File: config.mk
export PLATFORM = sky130hd
export DESIGN_NAME = uart_rx_cfg
export DESIGN_NICKNAME = d
export VERILOG_FILES = /design/src/rtl/uart_rx_cfg.sv
export SDC_FILE = /design/constraint.sdc
export NUM_CORES = 1
export LEC_CHECK = 0
export BUFFER_PORTS_ARGS = -buffer_cell sky130_fd_sc_hd__buf_2
export CORE_ASPECT_RATIO = 0.75
export CORE_MARGIN = 2
export CORE_UTILIZATION = 31
export CTS_CLUSTER_DIAMETER = 50
export CTS_CLUSTER_SIZE = 28
export DETAILED_ROUTE_END_ITERATION = 6
export PLACE_DENSITY = 0.44
export SETUP_SLACK_MARGIN = 0.15
export SYNTH_ARGS = -nofsm -noshare
export SYNTH_HDL_FRONTEND = slang
export SYNTH_SLANG_ARGS = --single-unit
File: constraint.sdc
create_clock -name clk -period 2.5 [get_ports clk]
set_input_delay 0.375 -clock clk [delete_from_list [all_inputs] [get_ports clk]]
set_output_delay 0.375 -clock clk [all_outputs]
set_load 0.005 [all_outputs]
File: src/rtl/uart_rx_cfg.sv
// uart_rx_cfg: configurable UART receiver with a 2-flop line synchroniser,
// optional parity, 1 or 2 stop bits, and a valid/ready output holding
// register that flags overrun when a frame arrives while one is still held.
module uart_rx_cfg #(
  parameter int CLOCK_FREQ = 50000000,
  parameter int BAUD_RATE  = 9600,
  parameter int DATA_BITS  = 8,
  parameter int PARITY     = 0,
  parameter int STOP_BITS  = 1
) (
  input  logic                 clk,
  input  logic                 rst,
  input  logic                 data_in,
  output logic [DATA_BITS-1:0] rx_data,
  output logic                 rx_valid,
  input  logic                 rx_ready,
  output logic                 parity_err,
  output logic                 frame_err,
  output logic                 overrun,
  output logic                 busy
);

  localparam int CLKS_PER_BIT = CLOCK_FREQ / BAUD_RATE;
  localparam int CNT_W        = $clog2(CLKS_PER_BIT);
  localparam int IDX_W        = $clog2(DATA_BITS);

  localparam logic [CNT_W-1:0] SAMPLE_CNT = CNT_W'((CLKS_PER_BIT - 1) / 2);
  localparam logic [CNT_W-1:0] END_CNT    = CNT_W'(CLKS_PER_BIT - 1);
  localparam logic [IDX_W-1:0] LAST_IDX   = IDX_W'(DATA_BITS - 1);
  localparam logic             LAST_STOP  = 1'(STOP_BITS - 1);
  localparam logic             ODD_MODE   = (PARITY == 1);

  typedef enum logic [2:0] {
    S_IDLE,
    S_START,
    S_DATA,
    S_PARITY,
    S_STOP
  } state_t;

  state_t                 state_q, state_d;
  logic                   sync1_q, sync1_d;
  logic                   sync2_q, sync2_d;
  logic [CNT_W-1:0]       cnt_q, cnt_d;
  logic [IDX_W-1:0]       bit_idx_q, bit_idx_d;
  logic                   stop_idx_q, stop_idx_d;
  logic [DATA_BITS-1:0]   shift_q, shift_d;
  logic                   perr_pend_q, perr_pend_d;
  logic                   ferr_pend_q, ferr_pend_d;
  logic [DATA_BITS-1:0]   rx_data_q, rx_data_d;
  logic                   rx_valid_q, rx_valid_d;
  logic                   parity_err_q, parity_err_d;
  logic                   frame_err_q, frame_err_d;
  logic                   overrun_q, overrun_d;

  logic line;
  logic sample_tick;
  logic bit_end;
  logic commit;

  assign line        = sync2_q;
  assign sample_tick = (cnt_q == SAMPLE_CNT);
  assign bit_end     = (cnt_q == END_CNT);

  // Next-state: synchroniser, bit timing, frame FSM and output holding register.
  always_comb begin
    state_d      = state_q;
    sync1_d      = data_in;
    sync2_d      = sync1_q;
    cnt_d        = cnt_q;
    bit_idx_d    = bit_idx_q;
    stop_idx_d   = stop_idx_q;
    shift_d      = shift_q;
    perr_pend_d  = perr_pend_q;
    ferr_pend_d  = ferr_pend_q;
    rx_data_d    = rx_data_q;
    rx_valid_d   = rx_valid_q;
    parity_err_d = parity_err_q;
    frame_err_d  = frame_err_q;
    overrun_d    = overrun_q;
    commit       = 1'b0;

    if (state_q != S_IDLE) begin
      cnt_d = bit_end ? '0 : cnt_q + 1'b1;
    end

    case (state_q)
      S_IDLE: begin
        // Counter is parked at 0 so the start bit is timed from its edge.
        cnt_d       = '0;
        bit_idx_d   = '0;
        stop_idx_d  = 1'b0;
        perr_pend_d = 1'b0;
        ferr_pend_d = 1'b0;
        if (!line) state_d = S_START;
      end
      S_START: begin
        if (sample_tick && line) begin
          // Line went back high before mid-bit: treat as a glitch.
          state_d = S_IDLE;
          cnt_d   = '0;
        end else if (bit_end) begin
          state_d = S_DATA;
        end
      end
      S_DATA: begin
        if (sample_tick) shift_d[bit_idx_q] = line;
        if (bit_end) begin
          if (bit_idx_q == LAST_IDX) begin
            bit_idx_d = '0;
            state_d   = (PARITY != 0) ? S_PARITY : S_STOP;
          end else begin
            bit_idx_d = bit_idx_q + 1'b1;
          end
        end
      end
      S_PARITY: begin
        // XOR of data and parity bit is 1 for an odd count of ones.
        if (sample_tick) perr_pend_d = ((^shift_q) ^ line) != ODD_MODE;
        if (bit_end) state_d = S_STOP;
      end
      S_STOP: begin
        if (sample_tick) begin
          if (!line) ferr_pend_d = 1'b1;
          if (stop_idx_q == LAST_STOP) begin
            // Final stop bit: commit at mid-bit so a back-to-back start edge is not missed.
            state_d = S_IDLE;
            cnt_d   = '0;
            commit  = 1'b1;
          end
        end
        if (bit_end) stop_idx_d = 1'b1;
      end
      default: begin
        state_d = S_IDLE;
        cnt_d   = '0;
      end
    endcase

    if (commit) begin
      if (!rx_valid_q || rx_ready) begin
        rx_data_d    = shift_q;
        parity_err_d = perr_pend_q;
        frame_err_d  = ferr_pend_q | ~line;
        rx_valid_d   = 1'b1;
        overrun_d    = 1'b0;
      end else begin
        // Consumer still holds the previous frame: drop this one.
        overrun_d = 1'b1;
      end
    end else if (rx_valid_q && rx_ready) begin
      rx_valid_d = 1'b0;
      overrun_d  = 1'b0;
    end
  end

  // State registers with asynchronous reset; synchroniser resets to idle-high.
  always_ff @(posedge clk or posedge rst) begin
    if (rst) begin
      state_q      <= S_IDLE;
      sync1_q      <= 1'b1;
      sync2_q      <= 1'b1;
      cnt_q        <= '0;
      bit_idx_q    <= '0;
      stop_idx_q   <= 1'b0;
      shift_q      <= '0;
      perr_pend_q  <= 1'b0;
      ferr_pend_q  <= 1'b0;
      rx_data_q    <= '0;
      rx_valid_q   <= 1'b0;
      parity_err_q <= 1'b0;
      frame_err_q  <= 1'b0;
      overrun_q    <= 1'b0;
    end else begin
      state_q      <= state_d;
      sync1_q      <= sync1_d;
      sync2_q      <= sync2_d;
      cnt_q        <= cnt_d;
      bit_idx_q    <= bit_idx_d;
      stop_idx_q   <= stop_idx_d;
      shift_q      <= shift_d;
      perr_pend_q  <= perr_pend_d;
      ferr_pend_q  <= ferr_pend_d;
      rx_data_q    <= rx_data_d;
      rx_valid_q   <= rx_valid_d;
      parity_err_q <= parity_err_d;
      frame_err_q  <= frame_err_d;
      overrun_q    <= overrun_d;
    end
  end

  assign rx_data    = rx_data_q;
  assign rx_valid   = rx_valid_q;
  assign parity_err = parity_err_q;
  assign frame_err  = frame_err_q;
  assign overrun    = overrun_q;
  assign busy       = (state_q != S_IDLE);

endmodule

==> Implementation_results.wiki, run 1 <==
{| class="wikitable"
! Metric !! Value
|-
| Status || finished clean
|-
| Wirelength, routed || between 4000 and 5000 µm
|-
| Total global routing overflow || 0
|-
| DRC violation count after routing || 0
|-
| Number of antenna cells inserted || 0
|-
| Path depth of the worst reg2reg path || 4
|-
| Die area || around 8000 µm²
|-
| Worst reg2reg path startpoint || cnt_q[6]$_DFF_PP0_
|-
| Hold Path Stages || 1
|-
| Share of total power in sequential cells || between 50% and 60%
|-
| Most prevalent standard cell on the critical path || or4_1
|-
| Post-route fraction of the period consumed by the critical path || 90.3%
|-
| Final critical delay including setup and external delays || 2260 ps
|-
| CTS buffer count || 5
|-
| Largest delay share family, worst path || simple AND/OR/NAND/NOR gates
|-
| FF+latch count, synth || 44
|-
| Num ports || 17
|-
| Sequential element share of the synthesized area || about half
|-
| Number of enable-type register cells in the synthesized netlist || 0
|-
| Ordered cell list for the critical path || or4_1, or4_1, a2bb2oi_2, nor2_1
|-
| Critical Path Sink Type || register
|-
| Most common library cell in the layout ignoring fill and taps || dfrtp_1
|-
| H-tree Lvls || 2
|-
| Post-route ant nets || 0
|-
| Reg clk slew, reported paths || 90 ps
|-
| Yosys warnings || 0
|-
| Number of cells in the design after placement || 325
|-
| Via count of the first global-routing pass || between 1,000 and 1,500
|-
| Detailed-routing iteration count for the pre-antenna-repair pass || 4
|-
| Setup repair after global routing missed its margin || no
|-
| Comb pwr share || around 2.2%
|-
| Main area contributors after synthesis || dfrtp_1 47%, mux2_2 8.0%, xnor2_1 5.1%, nor2_1 3.0%, nand2_1 2.5%
|-
| Total of max-cap violations || 0
|-
| Reported leakage power || approximately 1.2 nW
|-
| Average footprint of a synthesized cell || between 10 and 15 µm²
|-
| Class of the tightest hold or removal check || primary input to register
|-
| Final weighted congestion in routability-driven placement || about 0.80
|-
| Clock Tree Buf Depth || 2
|-
| Initial Util || between 30 and 40%
|-
| Internal power contribution || between 0.001 and 0.0015 W
|-
| Gr usage total || roughly 14%
|-
| Reported net switching power || between 0.0002 and 0.0003 W
|-
| Wire length of the first global-routing pass || roughly 8000 µm
|-
| Core box area || 6930 µm²
|-
| Maximum ir drop on the vdd rail || just under 200 µV
|-
| Clock network fraction of design power || 43.9%
|-
| CTS Root Cell || clkbuf_8
|-
| Worst hold slack || around 180 ps
|-
| Setup TNS after final layout || 0 ps
|-
| Final cell count without fillers || about 340
|-
| Max stage delay on crit path || a little over 700 ps
|-
| Latest clock arrival within the worst-skew pair || 300 ps
|-
| Peak clock frequency supported by timing || ~440 MHz
|-
| TritonCTS clock tree || yes
|-
| Worst slew pin tran || just under 600 ps
|-
| Standard-cell rows || 26
|-
| Place WS || ~260 ps
|-
| CP startpoint kind || register
|-
| Synthesized instance count || 212
|-
| Via density || 4.86
|-
| Most instantiated flip-flop cell in the synthesis netlist || dfrtp_1
|-
| Cell taking the most area after synthesis || dfrtp_1
|-
| Largest net degree at the start of global routing || 45
|-
| Horizontal extent of the die || a little over 100 µm
|-
| Cell Pwr Density || a little over 500 nW/µm²
|-
| Arrival @ worst endpoint || about 2400 ps
|-
| Count of port buffers added during placement || 16
|-
| Critical path buffer and inverter count || 0
|-
| Multi-input gate area || roughly 1100 µm²
|-
| Top fanout value on the critical path || 7
|-
| Setup slack of the worst register-to-register path || approximately 240 ps
|-
| Critical Setup Path Class || register to register
|-
| Slew margin rel. || 59.7%
|-
| Via count || ~1,600
|-
| Number of antenna violations at the first check in global routing || 0
|-
| Post-synthesis async set-or-reset flop share || 100%
|-
| Number of max-slew violations in the final report || 0
|-
| Setup slack of the critical path after layout || 242 ps
|-
| Nets@finish || 243
|-
| Maximum clock skew at final layout || 10.7 ps
|-
| Final hold violation count || 0
|-
| Register Area || 1100 µm²
|-
| DR WL/cell || 14.5 µm
|-
| Yosys top cell area share || between 40% and 50%
|-
| Critical path's slowest cell || or4_1
|-
| Die Height || 77.7 µm
|-
| Yosys cell types || 44
|-
| Sink of the worst hold path || sync1_q$_DFF_PP1_
|-
| Worst reg2reg endpoint || cnt_q[2]$_DFF_PP0_
|-
| Worst Path Required || 2670 ps
|-
| Final HPWL from detailed placement || approximately 3400 µm
|-
| Synth Cell Area || about 2200 µm²
|-
| Final setup fails || 0
|-
| Net count of the mapped netlist || between 200 and 250
|-
| Fillers || between 700 and 800
|-
| Highest-count cells in the layout ignoring fill and taps || 42 x dfrtp_1, 18 x nor2_1, 16 x mux2_2, 16 x buf_2, 15 x nand2_1
|-
| Switch share || 21.0%
|-
| Area added between synthesis and finish || 16.8%
|-
| Fraction of layout cells with a size suffix above 1 || around 26%
|-
| Hold Startpoint || data_in
|-
| Number of DRC markers after the initial detailed-route iteration || 82
|-
| Sinks on the clock net || 44
|}
[routing by layer]
| layer | track usage [%] | part of all wire (%) |
|---|---|---|
| met3 | 3.24 | 3.6 |
| met5 | 0 | 0 |
| met4 | 4.40 | 0.60 |
| met2 | 15.3 | 35 |
| met1 | 23.4 | 61 |
[synthesized netlist by cell type, types with 2 or more instances]
library cell,n
nor3_1,11
mux2_2,16
nor3b_1,2
nand3_1,10
nand4b_1,2
o21ai_0,6
clkbuf_1,9
nor4_1,4
nand4_1,9
o211ai_1,2
nor2b_1,3
buf_2,2
dfstp_2,2
xor2_1,5
or3_1,2
a21oi_1,5
dfrtp_1,42
inv_1,3
nor2_1,18
mux2_1,2
nand2_1,15
nand2b_1,5
ha_1,3
xnor2_1,13
or4_1,2
[through the flow]
stage	cell area [µm²]	util [%]	power, W
finish	2620	37.9	0.00133
global route	2620	37.9	0.00139
CTS	2600	37.6	0.00135
detailed placement	2480	35.8	0.000762
global placement	2480	35.8	0.000762
floorplan	2250	-	0.000748
[cells by family after synthesis]
group	count (synthesis)	share of synthesized area, %
simple gates	94	23.7
flops	44	49.1
compound gates	20	6.01
xor+xnor	19	8.02
mux	18	9.02
buf+inv	14	2.45
fa+ha+maj	3	1.67
[timing repair]
action	CTS	global route
gates resized for setup	0	1
hold buffers	0	0
endpoints found under the setup margin	0	1
setup buffers	0	2
[worst max-delay path by stage]
stage	from	to	slack, ps	cells after the start
floorplan	cnt_q[6]$_DFF_PP0_	frame_err$_DFFE_PP0P_	450	4
global route	state_q[1]$_DFFE_PP0P_	rx_data[5]$_DFFE_PP0P_	150	5
finish	cnt_q[6]$_DFF_PP0_	cnt_q[2]$_DFF_PP0_	240	4
detailed placement	cnt_q[6]$_DFF_PP0_	cnt_q[2]$_DFF_PP0_	260	4
CTS	cnt_q[6]$_DFF_PP0_	cnt_q[2]$_DFF_PP0_	240	4
global placement	cnt_q[6]$_DFF_PP0_	cnt_q[1]$_DFF_PP0_	290	4
[final cells by class]
type                            count  area share (%)
Multi-Input combinational cell    154            41.7
Tap cell                           98            4.67
Sequential cell                    44            42.1
Inverter                            3           0.429
Clock buffer                        6            3.15
Timing Repair Buffer               28            6.49
Clock inverter                      2            1.48
[state kept, by name, indices dropped and copies added, names as in the netlist, 3 cells and up]
name and flops:
state_q 3, shift_q 8, cnt_q 13, bit_idx_q 3
rx_data 8
[power by group through the flow]
stage               clock network (W)   logic, W  registers (W)
floorplan                           0  0.0000167       0.000731
global placement                    0  0.0000312       0.000731
detailed placement                  0  0.0000309       0.000731
CTS                          0.000606  0.0000311       0.000717
global route                 0.000639  0.0000337       0.000717
finish                       0.000584  0.0000290       0.000717
(Power assumes the default switching activity.)
==> run 2: changes to the inputs <==
--- a/config.mk
+++ b/config.mk
@@ -12,6 +12,7 @@
 export CTS_CLUSTER_DIAMETER = 50
 export CTS_CLUSTER_SIZE = 28
 export DETAILED_ROUTE_END_ITERATION = 6
+export GPL_TIMING_DRIVEN = 0
 export PLACE_DENSITY = 0.44
 export SETUP_SLACK_MARGIN = 0.15
 export SYNTH_ARGS = -nofsm -noshare
==> run 2 against run 1 <==
Compared with the run above: die area unchanged; register-to-register slack better by 20 ps; worst hold slack worse by 72 ps; via count up 1.7%; combinational power up 4%; cell area about the same; critical path type is now register to output pin; critical endpoint is now busy; largest cell class is now multi-input gates; largest power group unchanged.
==> Implementation_results.wiki, run 2 (synthesis gave the netlist of run 1 again) <==
{| class="wikitable"
! Metric !! Value
|-
| Status || finished clean (unchanged)
|-
| Total global routing overflow || 0 (unchanged)
|-
| Wire length of the first global-routing pass || 8430 µm (was 8170 µm)
|-
| Cell Pwr Density || 458 nW/µm² (was 507 nW/µm²)
|-
| Gr usage total || 13.8% (was 13.5%)
|-
| Count of port buffers added during placement || 16 (unchanged)
|-
| CTS buffer count || 5 (unchanged)
|-
| Latest clock arrival within the worst-skew pair || 290 ps (was 300 ps)
|-
| Core box area || 6930 µm² (unchanged)
|-
| Number of antenna cells inserted || 0 (unchanged)
|-
| Critical Path Sink Type || output pin (was register)
|-
| Setup repair after global routing missed its margin || yes (was no)
|-
| Die Height || 77.7 µm (unchanged)
|-
| Die area || 7950 µm² (unchanged)
|-
| Class of the tightest hold or removal check || primary input to asynchronous set/reset pin (was primary input to register)
|-
| Share of the core filled with cells || 37.8% (was 37.9%)
|-
| Via density || 4.88 (was 4.86)
|-
| Area added between synthesis and finish || 16.7% (was 16.8%)
|-
| Place WS || 63.9 ps (was 258 ps)
|-
| Wirelength, routed || 4920 µm (was 4870 µm)
|-
| Reg clk slew, reported paths || 80 ps (was 90 ps)
|-
| Horizontal extent of the die || 102 µm (unchanged)
|-
| Final critical delay including setup and external delays || 2260 ps (about the same)
|-
| Final setup fails || 0 (unchanged)
|-
| Final weighted congestion in routability-driven placement || 0.795 (was 0.801)
|-
| DRC violation count after routing || 0 (unchanged)
|-
| Post-route fraction of the period consumed by the critical path || 90.2% (was 90.3%)
|-
| Number of DRC markers after the initial detailed-route iteration || 115 (was 82)
|-
| Sinks on the clock net || 44 (unchanged)
|-
| Largest net degree at the start of global routing || 24 (was 45)
|-
| Top fanout value on the critical path || 10 (was 7)
|-
| Final HPWL from detailed placement || 3610 µm (was 3400 µm)
|-
| Maximum clock skew at final layout || 5.09 ps (was 10.7 ps)
|-
| DR WL/cell || 14.5 µm (about the same)
|-
| Setup TNS after final layout || 0 ps (unchanged)
|-
| Max reg flops || 13 (unchanged)
|-
| Post-route ant nets || 0 (unchanged)
|-
| Number of cells in the design after placement || 327 (was 325)
|-
| Most common library cell in the layout ignoring fill and taps || dfrtp_1 (unchanged)
|-
| Final hold violation count || 0 (unchanged)
|-
| Nets@finish || 247 (was 243)
|-
| Highest-count cells in the layout ignoring fill and taps || 42 x dfrtp_1, 18 x buf_2, 18 x nor2_1 (was 42 x dfrtp_1, 18 x nor2_1, 16 x mux2_2, 16 x buf_2, 15 x nand2_1)
|-
| Detailed-routing iteration count for the pre-antenna-repair pass || 4 (unchanged)
|-
| Worst Path Required || 2120 ps (was 2670 ps)
|-
| Maximum ir drop on the vdd rail || 214 µV (was 196 µV)
|-
| Slew margin rel. || 44.5% (was 59.7%)
|-
| CTS Root Cell || clkbuf_8 (unchanged)
|-
| Standard-cell rows || 26 (unchanged)
|-
| Peak clock frequency supported by timing || 443 MHz (about the same)
|-
| Worst slew pin tran || 826 ps (was 597 ps)
|-
| Reported leakage power || 1.17 nW (was 1.18 nW)
|-
| Critical Setup Path Class || register to output pin (was register to register)
|-
| Num ports || 17 (unchanged)
|-
| Arrival @ worst endpoint || 1880 ps (was 2430 ps)
|-
| Number of antenna violations at the first check in global routing || 0 (unchanged)
|-
| Number of max-slew violations in the final report || 0 (unchanged)
|-
| H-tree Lvls || 2 (unchanged)
|-
| Via count || 1,654 (was 1,627)
|-
| Largest Register || cnt_q (unchanged)
|-
| Final cell count without fillers || 339 (was 335)
|-
| Fraction of layout cells with a size suffix above 1 || 22.8% (was 25.7%)
|-
| CP startpoint kind || register (unchanged)
|-
| Via count of the first global-routing pass || 1,549 (was 1,499)
|-
| Clock Tree Buf Depth || 2 (unchanged)
|-
| Total of max-cap violations || 0 (unchanged)
|-
| TritonCTS clock tree || yes (unchanged)
|-
| Initial Util || 32.4% (unchanged)
|-
| Setup slack of the critical path after layout || 245 ps (was 242 ps)
|}
-- run 2: cell count changes in the layout (fill, tap and decap cells not counted), sizes merged --
cell    before  now
clkbuf       6   15
buf         28   23
bufinv       1    0
clkinv       1    2
-- run 2: path summary, 6_finish.rpt --
kind,from,endpoint,slack (ps),depth (start not counted)
worst max-delay path,state_q[1]$_DFFE_PP0P_,busy,240,4
worst min-delay path,rst,cnt_q[1]$_DFF_PP0_,100,2
worst max register to register,cnt_q[6]$_DFF_PP0_,cnt_q[1]$_DFF_PP0_,260,5
worst min register to register,sync1_q$_DFF_PP1_,line$_DFF_PP1_,360,0
max in group asynchronous,rst,state_q[0]$_DFFE_PP0P_,1900,3
min in group clk,data_in,sync1_q$_DFF_PP1_,180,1
-- run 2: power by group --
part           total [W]  internal, W  switching, W
registers       0.000717     0.000715    0.00000212
logic          0.0000303   0.00000916     0.0000211
clock network   0.000455     0.000221      0.000234
-- run 2: timing repair --
item / CTS / global route
endpoints found under the setup margin: 14 / 21
resized for setup: 1 / 1
buffers inserted: 1 / 3
hold endpoints to repair: 0 / 0
hold buffers: 0 / 0
pin swaps: 1 / 1
-- run 2: layer usage --
metal  wire (µm)  share of wire [%]  global-route usage, %
met5           0                  0                      0
met4          34               0.69                   4.00
met3         161                3.3                   3.24
met2        1860                 38                   15.9
met1        2870                 58                   24.1
-- run 2: cell type report --
class / count / area [µm²]
inverter: 3 / 11.3
fill: 693 / 4310
buffer: 11 / 43.8
multi-input combinational: 154 / 1110
timing repair buffer: 21 / 143
clock inverter: 2 / 10.0
tap: 98 / 123
clock buffer: 6 / 82.6
sequential: 44 / 1100
-- run 2: worst max-delay path: stages, from the launching register on --
cell and delay [ps]:
dfrtp_1 410, clkbuf_1 210, nor3_1 720, inv_1 90, buf_2 150
-- run 2: per-stage QoR --
stage | total power (W) | instance area (µm²) | hold WS, ps
floorplan | 0.000748 | 2250 | 345
global placement | 0.000760 | 2450 | 346
detailed placement | 0.000764 | 2470 | 351
CTS | 0.00124 | 2590 | 116
global route | 0.00128 | 2620 | 144
finish | 0.00120 | 2620 | 103
==> run 3: changes to the inputs <==
--- a/config.mk
+++ b/config.mk
@@ -13,7 +13,7 @@
 export CTS_CLUSTER_SIZE = 28
 export DETAILED_ROUTE_END_ITERATION = 6
 export GPL_TIMING_DRIVEN = 0
-export PLACE_DENSITY = 0.44
+export PLACE_DENSITY_LB_ADDON = 0.05
 export SETUP_SLACK_MARGIN = 0.15
 export SYNTH_ARGS = -nofsm -noshare
 export SYNTH_HDL_FRONTEND = slang
==> constraint.sdc (replaced) <==
create_clock -name clk -period 2.6 [get_ports clk]
set_input_delay 0.39 -clock clk [delete_from_list [all_inputs] [get_ports clk]]
set_output_delay 0.39 -clock clk [all_outputs]
set_load 0.005 [all_outputs]
==> run 3 against run 2 <==
Compared with the run above: combinational power down 6%; largest power group unchanged; routed wire length is 2.4% higher; cell area is 1.0% lower; highest routed layer unchanged; final cell count is 0.88% lower; clock power barely moved; register-to-register slack gained 50 ps; non-clock buffer count shrank 3.
==> Implementation_results.wiki, run 3 (synthesis gave the netlist of run 1 again) <==
{| class="wikitable"
! Metric !! Value
|-
| Count of port buffers added during placement || 16 (unchanged)
|-
| Reported net switching power || 0.000265 W (was 0.000257 W)
|-
| Post-route ant nets || 0 (unchanged)
|-
| Status || finished clean (unchanged)
|-
| Wirelength, routed || 5040 µm (was 4920 µm)
|-
| Worst reg2reg endpoint || cnt_q[1]$_DFF_PP0_ (unchanged)
|-
| Cell Pwr Density || 453 nW/µm² (was 458 nW/µm²)
|-
| Detailed-routing iteration count for the pre-antenna-repair pass || 4 (unchanged)
|-
| Max reg flops || 13 (unchanged)
|-
| Setup slack of the critical path after layout || 310 ps (was 245 ps)
|-
| Core box area || 6930 µm² (unchanged)
|-
| Worst slew pin tran || 792 ps (was 826 ps)
|-
| Switch share || 22.6% (was 21.4%)
|-
| Final HPWL from detailed placement || 3640 µm (was 3610 µm)
|-
| TritonCTS clock tree || yes (unchanged)
|-
| Hold Buf Count CTS || 0 (unchanged)
|-
| Number of max-slew violations in the final report || 0 (unchanged)
|-
| Num ports || 17 (unchanged)
|-
| Top fanout value on the critical path || 7 (was 10)
|-
| Wire length of the first global-routing pass || 8710 µm (was 8430 µm)
|-
| Total power || 0.00117 W (was 0.00120 W)
|-
| Setup slack of the worst register-to-register path || 310 ps (was 260 ps)
|-
| Maximum clock skew at final layout || 3.82 ps (was 5.09 ps)
|-
| Setup TNS after final layout || 0 ps (unchanged)
|-
| Setup repair after global routing missed its margin || yes (unchanged)
|-
| Path depth of the worst reg2reg path || 5 (unchanged)
|-
| CTS buffer count || 5 (unchanged)
|-
| Highest-count cells in the layout ignoring fill and taps || 42 x dfrtp_1, 18 x buf_2, 18 x nor2_1 (unchanged)
|-
| Number of DRC markers after the initial detailed-route iteration || 69 (was 115)
|-
| Reported leakage power || 1.15 nW (was 1.17 nW)
|-
| Sinks on the clock net || 44 (unchanged)
|-
| Critical Path End || cnt_q[1]$_DFF_PP0_ (was busy)
|-
| Clock Tree Buf Depth || 2 (unchanged)
|-
| Comb pwr share || 2.4% (was 2.5%)
|-
| Total cell area at the placement stage || 2470 µm² (unchanged)
|-
| Horizontal extent of the die || 102 µm (unchanged)
|-
| CTS Root Cell || clkbuf_8 (unchanged)
|-
| H-tree Lvls || 2 (unchanged)
|-
| Die Height || 77.7 µm (unchanged)
|-
| Reg clk slew, reported paths || 80 ps (about the same)
|-
| CP startpoint kind || register (unchanged)
|-
| Final critical delay including setup and external delays || between 2000 and 2500 ps
|-
| Arrival @ worst endpoint || 2460 ps (was 1880 ps)
|-
| Fraction of layout cells with a size suffix above 1 || 22.3% (was 22.8%)
|-
| Most common library cell in the layout ignoring fill and taps || dfrtp_1 (unchanged)
|-
| Peak clock frequency supported by timing || 437 MHz
|-
| Initial Util || 32.4% (unchanged)
|-
| Finished Cell Area || 2590 µm² (was 2620 µm²)
|-
| Largest Register || cnt_q (unchanged)
|-
| Nets@finish || 244 (was 247)
|-
| Worst Path Required || 2770 ps (was 2120 ps)
|-
| Latest clock arrival within the worst-skew pair || 300 ps (was 290 ps)
|-
| Share of total power in sequential cells || 58.7% (was 59.7%)
|-
| Final setup fails || 0 (unchanged)
|-
| Maximum ir drop on the vdd rail || 209 µV (was 214 µV)
|-
| Area added between synthesis and finish || 15.5% (was 16.7%)
|-
| Die area || 7950 µm² (unchanged)
|-
| Critical Path Sink Type || register (was output pin)
|-
| Slew margin rel. || 46.8% (was 44.5%)
|-
| Fillers || 712 (was 693)
|-
| Place WS || 181 ps (was 63.9 ps)
|-
| Largest net degree at the start of global routing || 28 (was 24)
|-
| Total global routing overflow || 0 (unchanged)
|-
| Final hold violation count || 0 (unchanged)
|-
| Standard-cell rows || 26 (unchanged)
|-
| DRC violation count after routing || 0 (unchanged)
|-
| Post-route fraction of the period consumed by the critical path || about nine tenths
|-
| Worst reg2reg path startpoint || cnt_q[0]$_DFF_PP0_ (was cnt_q[6]$_DFF_PP0_)
|-
| Internal power contribution || 0.000909 W (was 0.000945 W)
|-
| Class of the tightest hold or removal check || primary input to asynchronous set/reset pin (unchanged)
|-
| DR WL/cell || 15.0 µm (was 14.5 µm)
|-
| Number of antenna violations at the first check in global routing || 0 (unchanged)
|-
| Launching instance or port of the critical path || cnt_q[0]$_DFF_PP0_ (was state_q[1]$_DFFE_PP0P_)
|-
| Number of cells in the design after placement || 327 (unchanged)
|-
| Gr usage total || 14.2% (was 13.8%)
|-
| Clock network fraction of design power || 38.8% (was 37.8%)
|-
| Via count of the first global-routing pass || 1,601 (was 1,549)
|-
| Final cell count without fillers || 336 (was 339)
|-
| Via density || 4.81 (was 4.88)
|-
| Via count || 1,616 (was 1,654)
|-
| Total of max-cap violations || 0 (unchanged)
|-
| Final weighted congestion in routability-driven placement || 0.750 (was 0.795)
|-
| Critical Setup Path Class || register to register (was register to output pin)
|-
| Number of antenna cells inserted || 0 (unchanged)
|}
==> run 3: cell types whose count changed in the layout (fill, tap and decap cells not counted), sizes merged <==
cell / change
buf: -3
==> run 3: area by class of cell <==
cell class                      count  area (µm²)  share of cell area (%)
Sequential cell                    44        1100                    42.5
Multi-Input combinational cell    154        1100                    42.4
Tap cell                           98         123                    4.73
Timing Repair Buffer               18         120                    4.63
Clock buffer                        6        82.6                    3.18
Buffer                             11        43.8                    1.69
Inverter                            3        11.3                   0.434
Clock inverter                      2        10.0                   0.386
==> run 3: routing by layer <==
layer  GRT usage [%]  up-vias  wire, µm
met5               0        -         0
met4            4.00        0        22
met3            2.97        2       135
met2            17.0       26      1890
met1            24.3      768      3000
li1                -      820         -
==> run 3: power groups by stage <==
| stage | combinational (W) | sequential (W) | clock, W |
|---|---|---|---|
| 6_report | 0.0000286 | 0.000690 | 0.000456 |
| 4_1_cts | 0.0000304 | 0.000690 | 0.000478 |
| 3_3_place_gp | 0.0000263 | 0.000703 | 0 |
| 5_1_grt | 0.0000343 | 0.000691 | 0.000501 |
| 3_5_place_dp | 0.0000301 | 0.000703 | 0 |
| 2_1_floorplan | 0.0000161 | 0.000703 | 0 |
==> run 3: worst min path at each step <==
stage / startpoint / slack [ps] / endpoint
2_1_floorplan: sync1_q$_DFF_PP1_ / 350 / line$_DFF_PP1_
3_5_place_dp: sync1_q$_DFF_PP1_ / 350 / line$_DFF_PP1_
6_report: rst / 80 / cnt_q[3]$_DFF_PP0_
4_1_cts: rst / 80 / cnt_q[3]$_DFF_PP0_
3_3_place_gp: sync1_q$_DFF_PP1_ / 350 / line$_DFF_PP1_
5_1_grt: rst / 100 / cnt_q[3]$_DFF_PP0_
==> run 3: timing repair <==
action                                  CTS  global route
endpoints found under the setup margin    0            14
gates resized for setup                   0             2
buffers inserted                          0             1
==> run 3: per-stage QoR <==
step / hold slack [ps] / utilization [%]
global route: 103 / 37.5
global placement: 348 / 35.4
finish: 75.9 / 37.5
detailed placement: 352 / 35.6
CTS: 83.5 / 37.0
floorplan: 345 / -
==> run 3: worst max-delay path: stages, from the launching register on <==
cell and delay [ps]:
dfrtp_1 400, ha_1 270, nand4b_1 390, or4_1 650, a2bb2oi_2 360, nor3b_1 100
